$ cat config.mk
export PLATFORM = sky130hd
export DESIGN_NAME = vram_arbiter_flat
export DESIGN_NICKNAME = d
export VERILOG_FILES = /design/src/rtl/vram_arbiter_if.sv /design/src/rtl/vram_arbiter.sv /design/src/flat_wrapper.sv
export SDC_FILE = /design/constraint.sdc
export NUM_CORES = 1
export LEC_CHECK = 0
export CORE_ASPECT_RATIO = 0.7
export CORE_MARGIN = 1.5
export CORE_UTILIZATION = 45
export DETAILED_ROUTE_END_ITERATION = 10
export HOLD_SLACK_MARGIN = 0.02
export PLACE_DENSITY_LB_ADDON = 0.1
export SYNTH_ARGS = -nofsm -noshare
export SYNTH_HDL_FRONTEND = slang
export SYNTH_SLANG_ARGS = --single-unit
$ cat constraint.sdc
create_clock -name clk25 -period 1.9 [get_ports clk25]
set_clock_uncertainty 0.1 [all_clocks]
set_input_delay 0.19 -clock clk25 [delete_from_list [all_inputs] [get_ports clk25]]
set_output_delay 0.19 -clock clk25 [all_outputs]
set_load 0.1 [all_outputs]
$ cat src/rtl/vram_arbiter_if.sv
// vram_arbiter_if
//   Video-memory port between the arbiter and the SDRAM controller front end.
//   The requester holds mem_req, with stable mem_we/mem_addr/mem_wdata, until
//   the controller answers with a one-cycle mem_ack.
//
// Signals:
//   mem_req    request, held until mem_ack
//   mem_we     1 = write, 0 = read; valid while mem_req is high
//   mem_addr   memory address
//   mem_wdata  write data
//   mem_ack    one-cycle completion pulse from the controller
//   mem_rdata  read data, valid with mem_ack
//
// Modports:
//   master  arbiter side (drives the request)
//   slave   memory controller side (drives ack and read data)
interface vram_arbiter_if #(
  parameter int ADDR_W = 16,
  parameter int DATA_W = 8
);
  logic              mem_req;
  logic              mem_we;
  logic [ADDR_W-1:0] mem_addr;
  logic [DATA_W-1:0] mem_wdata;
  logic              mem_ack;
  logic [DATA_W-1:0] mem_rdata;

  modport master (
    output mem_req, mem_we, mem_addr, mem_wdata,
    input  mem_ack, mem_rdata
  );

  modport slave (
    input  mem_req, mem_we, mem_addr, mem_wdata,
    output mem_ack, mem_rdata
  );
endinterface

$ cat src/rtl/vram_arbiter.sv
// vram_arbiter
//   Shares the single video-memory port between the VGA line fetcher (reads)
//   and the Z80 write path (writes). CPU writes land in a one-entry posted
//   write buffer; while it is full cpu_busy stalls the Z80 through WAIT.
//   Video has priority over the CPU.
//
// Build option:
//   VRAM_ARB_STARVE_GUARD_EN  when defined, a run counter limits video to
//                             MAX_VID_RUN consecutive grants while a CPU write
//                             is pending, after which the CPU is served.
//                             When undefined, strict video priority.
//
// Ports:
//   clk25     25 MHz system clock, rising edge
//   RESET     asynchronous, active-low reset
//   vid_req   video read request (level, held until vid_ack)
//   vid_addr  video read address
//   vid_ack   one-cycle pulse, vid_data valid
//   vid_data  read data registered from mem_rdata
//   cpu_wr    one-cycle write strobe (synchronous to clk25)
//   cpu_addr  write address, sampled with cpu_wr
//   cpu_data  write data, sampled with cpu_wr
//   cpu_busy  posted-write buffer full
//   cpu_ovf   sticky: a write arrived while the buffer was full
//   mem       memory port (vram_arbiter_if.master)
module vram_arbiter #(
  parameter int ADDR_W      = 16,
  parameter int DATA_W      = 8,
  parameter int MAX_VID_RUN = 4
) (
  input  logic              clk25,
  input  logic              RESET,
  input  logic              vid_req,
  input  logic [ADDR_W-1:0] vid_addr,
  output logic              vid_ack,
  output logic [DATA_W-1:0] vid_data,
  input  logic              cpu_wr,
  input  logic [ADDR_W-1:0] cpu_addr,
  input  logic [DATA_W-1:0] cpu_data,
  output logic              cpu_busy,
  output logic              cpu_ovf,
  vram_arbiter_if.master    mem
);

  if (MAX_VID_RUN < 1 || MAX_VID_RUN > 15) begin : g_bad_max_vid_run
    $error("vram_arbiter: MAX_VID_RUN must be in 1..15");
  end

  typedef enum logic [1:0] {
    IDLE,
    VID,
    CPU
  } state_t;

  state_t            state;
  logic [ADDR_W-1:0] buf_addr;
  logic [DATA_W-1:0] buf_data;
  logic              grant_vid;
  logic              grant_cpu;
  logic              cpu_done;

  // The CPU write completes in the cycle its ack arrives; a new strobe in
  // that same cycle may reuse the slot instead of overflowing.
  assign cpu_done = (state == CPU) && mem.mem_ack;

`ifdef VRAM_ARB_STARVE_GUARD_EN
  localparam logic [3:0] RUN_LIMIT = 4'(MAX_VID_RUN);

  logic [3:0] run_cnt;
  logic       force_cpu;

  // Once video has taken RUN_LIMIT grants past a pending write, the CPU
  // wins the next IDLE cycle even against an active vid_req.
  always_comb begin
    force_cpu = cpu_busy && (run_cnt == RUN_LIMIT);
    grant_cpu = cpu_busy && (!vid_req || force_cpu);
    grant_vid = vid_req && !vid_ack && !grant_cpu;
  end

  // Count only video grants that overtake a pending write.
  always_ff @(posedge clk25 or negedge RESET) begin
    if (!RESET) begin
      run_cnt <= 4'd0;
    end else if (!cpu_busy) begin
      run_cnt <= 4'd0;
    end else if (state == IDLE && grant_cpu) begin
      run_cnt <= 4'd0;
    end else if (state == IDLE && grant_vid) begin
      run_cnt <= run_cnt + 4'd1;
    end
  end
`else
  // A vid_req still high during its own vid_ack cycle is the old request,
  // so neither side is granted in that cycle.
  always_comb begin
    grant_vid = vid_req && !vid_ack;
    grant_cpu = cpu_busy && !vid_req;
  end
`endif

  // Arbitration FSM and posted-write buffer. Every output is a register.
  always_ff @(posedge clk25 or negedge RESET) begin
    if (!RESET) begin
      state         <= IDLE;
      mem.mem_req   <= 1'b0;
      mem.mem_we    <= 1'b0;
      mem.mem_addr  <= '0;
      mem.mem_wdata <= '0;
      vid_ack       <= 1'b0;
      vid_data      <= '0;
      cpu_busy      <= 1'b0;
      cpu_ovf       <= 1'b0;
      buf_addr      <= '0;
      buf_data      <= '0;
    end else begin
      vid_ack <= 1'b0;

      case (state)
        IDLE: begin
          if (grant_cpu) begin
            state         <= CPU;
            mem.mem_req   <= 1'b1;
            mem.mem_we    <= 1'b1;
            mem.mem_addr  <= buf_addr;
            mem.mem_wdata <= buf_data;
          end else if (grant_vid) begin
            state        <= VID;
            mem.mem_req  <= 1'b1;
            mem.mem_we   <= 1'b0;
            mem.mem_addr <= vid_addr;
          end
        end
        VID: begin
          if (mem.mem_ack) begin
            state       <= IDLE;
            mem.mem_req <= 1'b0;
            vid_data    <= mem.mem_rdata;
            vid_ack     <= 1'b1;
          end
        end
        CPU: begin
          if (mem.mem_ack) begin
            state       <= IDLE;
            mem.mem_req <= 1'b0;
          end
        end
        default: begin
          state       <= IDLE;
          mem.mem_req <= 1'b0;
        end
      endcase

      if (cpu_wr) begin
        if (!cpu_busy || cpu_done) begin
          buf_addr <= cpu_addr;
          buf_data <= cpu_data;
          cpu_busy <= 1'b1;
        end else begin
          cpu_ovf <= 1'b1;
        end
      end else if (cpu_done) begin
        cpu_busy <= 1'b0;
      end
    end
  end

endmodule

$ cat src/flat_wrapper.sv
// flat-port wrapper written by rule: the top's interface ports become plain ports
module vram_arbiter_flat 
#(
  parameter int ADDR_W      = 16,
  parameter int DATA_W      = 8,
  parameter int MAX_VID_RUN = 4
)
  (clk25, RESET, vid_req, vid_addr, vid_ack, vid_data, cpu_wr, cpu_addr, cpu_data, cpu_busy, cpu_ovf, mem_mem_req, mem_mem_we, mem_mem_addr, mem_mem_wdata, mem_mem_ack, mem_mem_rdata);
  vram_arbiter_if #(.ADDR_W(ADDR_W), .DATA_W(DATA_W)) mem_i ();
  input  logic clk25;
  input  logic RESET;
  input  logic vid_req;
  input  logic [ADDR_W-1:0] vid_addr;
  output logic vid_ack;
  output logic [DATA_W-1:0] vid_data;
  input  logic cpu_wr;
  input  logic [ADDR_W-1:0] cpu_addr;
  input  logic [DATA_W-1:0] cpu_data;
  output logic cpu_busy;
  output logic cpu_ovf;
  output wire logic [$bits(mem_i.mem_req)-1:0] mem_mem_req;
  output wire logic [$bits(mem_i.mem_we)-1:0] mem_mem_we;
  output wire logic [$bits(mem_i.mem_addr)-1:0] mem_mem_addr;
  output wire logic [$bits(mem_i.mem_wdata)-1:0] mem_mem_wdata;
  input wire logic [$bits(mem_i.mem_ack)-1:0] mem_mem_ack;
  input wire logic [$bits(mem_i.mem_rdata)-1:0] mem_mem_rdata;
  assign mem_mem_req = mem_i.mem_req;
  assign mem_mem_we = mem_i.mem_we;
  assign mem_mem_addr = mem_i.mem_addr;
  assign mem_mem_wdata = mem_i.mem_wdata;
  assign mem_i.mem_ack = mem_mem_ack;
  assign mem_i.mem_rdata = mem_mem_rdata;
  vram_arbiter #(.ADDR_W(ADDR_W), .DATA_W(DATA_W), .MAX_VID_RUN(MAX_VID_RUN)) u_core (.clk25(clk25), .RESET(RESET), .vid_req(vid_req), .vid_addr(vid_addr), .vid_ack(vid_ack), .vid_data(vid_data), .cpu_wr(cpu_wr), .cpu_addr(cpu_addr), .cpu_data(cpu_data), .cpu_busy(cpu_busy), .cpu_ovf(cpu_ovf), .mem(mem_i));
endmodule
After elaboration in Yosys (flattened, before gate mapping)
Index checks and enable logic that the tools add are counted.
Storage, ports and cells
  flip-flop bits (word level): 63
  output and inout bits: 37
  bits of input ports: 53
Operators by class
  reduce and logical (&&, ||, !) cells: 18
  bitwise gates (word level): 1
  mux-type cells: 17
  equality and inequality tests: 5
Operator list (count)
  $mux 16: 2
  $reduce_and 2->1: 7
  $mux 1: 10
  $mux 2: 3
  $ne 2x1->1 const B: 2
  $pmux 2 s2: 1
  $reduce_bool 2->1: 2
  $logic_and 1x1->1: 3
  $logic_not 1->1: 3
  $ne 3x1->1 const B: 1
  $eq 2x1->1 const B: 1
  $eq 2x2->1 const B: 1
  $logic_not 2->1: 1
  $pmux 1 s2: 1
  $reduce_or 2->1: 1
  $logic_or 1x1->1: 1
  $not 1->1: 1

Longest topological paths before layout
  word-level depth: 5
  gate-level depth with buffers: 7
  mapped depth without buffers: 5

Worst setup path after synthesis
No wires, ideal clock.
  path kind: flip-flop to flip-flop
  start: reg u_core.cpu_busy
  end: reg u_core.buf_addr[0]
  library setup time: 127 ps
  data required time: 1673 ps
  stages on the path, launching flop included: 6
  buffers on the path: 2
  setup slack: -310 ps
  data arrival time: 1983 ps
  period minus slack after synthesis: 2210 ps
  path through: dfrtp_1 -> a21boi_1 -> nand2b_1 -> buf_2 -> buf_6 -> mux2_1
On the way
  word-level cells in the longest chain between the ends: 3
Ends and longest elaborated chain
  start: declaration: RTL line vram_arbiter.sv:40  | output logic cpu_busy,
  start signal: assignment: RTL line vram_arbiter.sv:111  | cpu_busy <= 1'b0;
  start signal: assignment: RTL line vram_arbiter.sv:157  | cpu_busy <= 1'b1;
  start signal: assignment: RTL line vram_arbiter.sv:162  | cpu_busy <= 1'b0;
  $logic_not 1->1: RTL line vram_arbiter.sv:154  | if (!cpu_busy || cpu_done) begin
  $logic_or 1x1->1: RTL line vram_arbiter.sv:154
  $reduce_and 2->1 (no line)
  end signal: assignment: RTL line vram_arbiter.sv:155  | buf_addr <= cpu_addr;
  end: declaration: RTL line vram_arbiter.sv:56  | logic [ADDR_W-1:0] buf_addr;
Every way passes these cells.
A chain may end at the register's enable or synchronous reset.

Final worst setup path
  start: reg u_core.state[0]
  end: reg u_core.buf_addr[14]
On the way
  word-level cells in the longest chain between the ends: 4
Ends and longest elaborated chain
  start: declaration: RTL line vram_arbiter.sv:55  | state_t state;
  start signal: assignment: RTL line vram_arbiter.sv:104  | state <= IDLE;
  start signal: assignment: RTL line vram_arbiter.sv:121  | state <= CPU;
  start signal: assignment: RTL line vram_arbiter.sv:127  | state <= VID;
  $eq 2x2->1: RTL line vram_arbiter.sv:64  | assign cpu_done = (state == CPU) && mem.mem_ack;
  $logic_and 1x1->1: RTL line vram_arbiter.sv:64
  $logic_or 1x1->1: RTL line vram_arbiter.sv:154
  $reduce_and 2->1 (no line)
Every way passes these cells.

==> reports/qor.yml <==
crit_cells: 6
fin_crit_sh_pct: 92.8
synthToLayoutAreaGrowth_pct: 44.7
worst_ep_arrival_time_ns: 1.89
nets: 327
drt_iter0_drc: 38
drc_errors: 0
crit_fanout: 20
yosysSeqAreaShare_pct: 58.3
synth_top_family_by_area: "multiplexers"
post-cts-setup-buffers: 0
end_kind: "flip-flop"
hold_viol: 0
ioPinCount: 90
drv_cap: 0
fin_crit_ns: 1.76
setup_viol: 0
place_hpwl_um: 3650
tritoncts: "done"
grt_use_total_pct: 17.6
crit_slowest_cell: "dfrtp_1"
cts-buffers-inserted: 9
avgSynthCellArea_um2: 16.0
start_util_pct: 47.0
grt_overflow: 0
crit_required_ns: 2.02
viasPerCell: 4.78
die_area_mm2: 0.00649
regArea_mm2: 0.00158
synth_compound_area_share_pct: 3.15
start_kind: "flip-flop"
grt_pass1_vias: 1760
die_y_um: 67.8
synth-simple-area-share_pct: 1.94
root_buffer: "clkbuf_8"
rr_worst_depth: 6
io_buffers: 89
cts_max_path_buffers: 2
yosys_warnings: 0
max_slew_margin_pct: 74.1
placementRows: 23
status: "finished, final reports clean"
grt_max_degree: 53
synthCells: 169
ys_seq_elements: 63
wl_per_cell_um: 14.7
antenna_found_initial: 0
synth_nets: 225
h-tree-depth: 3
worst_slack_ns: 0.137
drtPass1Iterations: 4
nFillCells: 433
maxSlewViolCount: 0
clock-sinks: 63
coreArea_mm2: 0.00576
pre_cts_ws_ns: 0.00847
clk_latency_ns: 0.34
ys_types: 23
path_cells: "inv_1 -> ha_1 -> a21boi_2 -> nand2b_1 -> buf_12 -> mux2_2"
critical-path-top-delay-family: "flip-flops"
fp.dieW_um: 95.6
n_antenna_cell: 0
synth-adder-area-share_pct: 1.39
gp_congestion: 0.793
grt_pass1_wl_um: 8340
multi_input_area_mm2: 0.00105
synthMuxAreaShare_pct: 32.2
slowest_delay_ns: 0.36
timing.critical_path.buf_inv: 2
hold_path_class: "in2async"
crit_type: "reg2reg"
fin_tns_setup_ns: 0
via_count: 1679
drive_gt1_share_pct: 41.3
tightest_slew_ns: 0.388
rsz0062_at_grt: "no"
fmax_mhz: 567
wl_um: 5160
path_clk_slew_ns: 0.07
synthXorXnorAreaFrac_pct: 0
ant_nets: 0
syn_area_mm2: 0.00270
-- registers in the layout, indices dropped and copies added (netlist names) --
name,flops
u_core.buf_addr,16
u_core.buf_data,8
u_core.cpu_busy,1
u_core.cpu_ovf,1
u_core.mem.mem_addr,16
u_core.mem.mem_req,1
u_core.mem.mem_wdata,8
u_core.mem.mem_we,1
u_core.state,2
u_core.vid_ack,1
u_core.vid_data,8
-- logic make-up (layout without fill, tap and decap cells) --
logic type,count (synthesis),count (layout)
AOI/OAI and AO/OA,12,12
adders and majority gates,3,3
muxes,72,72
DFF,63,63
buffers and inverters,11,118
and+or+nand+nor,8,8
-- through the flow --
step,std cells,utilization (%),hold WS (ns),area [um^2]
after floorplan,169,-,-0.206,2710
after global placement,334,63.5,-0.0112,3650
after detailed placement,334,63.5,-0.00726,3650
final,351,68.0,0.168,3910
after global routing,351,68.0,0.189,3910
after CTS,351,67.9,0.159,3910
-- cell usage in the layout (no fill, tap or decap) --
cell,netlist,final
a21oi_1,3,3
buf_12,0,5
inv_1,4,4
nor2b_1,1,1
nand2b_4,1,1
bufinv_16,0,3
mux2_2,29,29
clkdlybuf4s50_1,0,51
ha_1,3,3
dlygate4sd3_1,0,1
a21oi_4,1,1
buf_2,1,1
o21ai_0,3,3
a21boi_2,0,1
or2_2,1,2
dfrtp_1,63,61
mux2_1,27,27
a21o_1,1,1
a2bb2oi_1,1,1
dfrtp_4,0,1
nand2b_1,2,2
buf_4,2,40
nand2_1,2,2
mux2_4,16,16
clkinv_4,0,1
o22ai_1,1,1
dfrtp_2,0,1
clkinvlp_4,0,3
clkbuf_8,0,9
o22a_1,1,1
-- synthesized netlist by cell type --
cell type / instances / area share (%)
a21o_1: 1 / 0.28
buf_6: 4 / 1.7
mux2_2: 29 / 12
nand2_1: 2 / 0.28
buf_2: 1 / 0.19
a21boi_1: 1 / 0.28
mux2_1: 27 / 11
mux2_4: 16 / 8.9
nand2b_1: 2 / 0.46
o22a_1: 1 / 0.32
inv_1: 4 / 0.56
a21oi_4: 1 / 0.60
nor2b_1: 1 / 0.23
nand2b_4: 1 / 0.51
o21ai_0: 3 / 0.56
or2_1: 1 / 0.23
or2_2: 1 / 0.23
a21oi_1: 3 / 0.56
a2bb2oi_1: 1 / 0.32
dfrtp_1: 63 / 58
buf_4: 2 / 0.56
o22ai_1: 1 / 0.23
ha_1: 3 / 1.4
-- layer usage --
metal / wire length [um] / part of all wire [%] / vias up / GRT usage (%)
met5: 0 / 0 / - / 0
met4: 35 / 0.68 / 0 / 4.96
met3: 367 / 7.1 / 6 / 7.56
met2: 2390 / 46 / 53 / 27.6
met1: 2360 / 46 / 823 / 22.4
li1: - / - / 797 / -
-- path summary, 6_finish.rpt --
path                                              from                         endpoint  slack (ns)
setup reg to reg           u_core.state[0]$_DFFE_PN0P_  u_core.buf_addr[14]$_DFFE_PN0P_        0.14
min in group clk25                         cpu_data[3]   u_core.buf_data[3]$_DFFE_PN0P_        0.34
max in group asynchronous                        RESET         u_core.vid_ack$_DFF_PN0_        0.95
hold / removal                                   RESET   u_core.buf_data[6]$_DFFE_PN0P_        0.17
setup / recovery           u_core.state[0]$_DFFE_PN0P_  u_core.buf_addr[14]$_DFFE_PN0P_        0.14
hold reg to reg             u_core.cpu_ovf$_DFFE_PN0P_       u_core.cpu_ovf$_DFFE_PN0P_        0.37
-- cell type report --
type | instances | share of cell area (%)
sequential | 63 | 40.4
clock inverter | 7 | 3.10
multi-input combinational | 95 | 26.8
tap | 75 | 2.40
clock buffer | 9 | 3.17
inverter | 4 | 0.384
timing repair buffer | 98 | 23.7
-- timing repair --
action / in CTS / in global routing
hold buffers: 1 / 0
hold endpoints to repair: 63 / 0
gates resized for setup: 0 / 2
setup endpoints to repair: 0 / 22
Power is left out: the tool's default activity adds up to more than one toggle a clock period on the data nets, which glitch-free logic cannot reach.
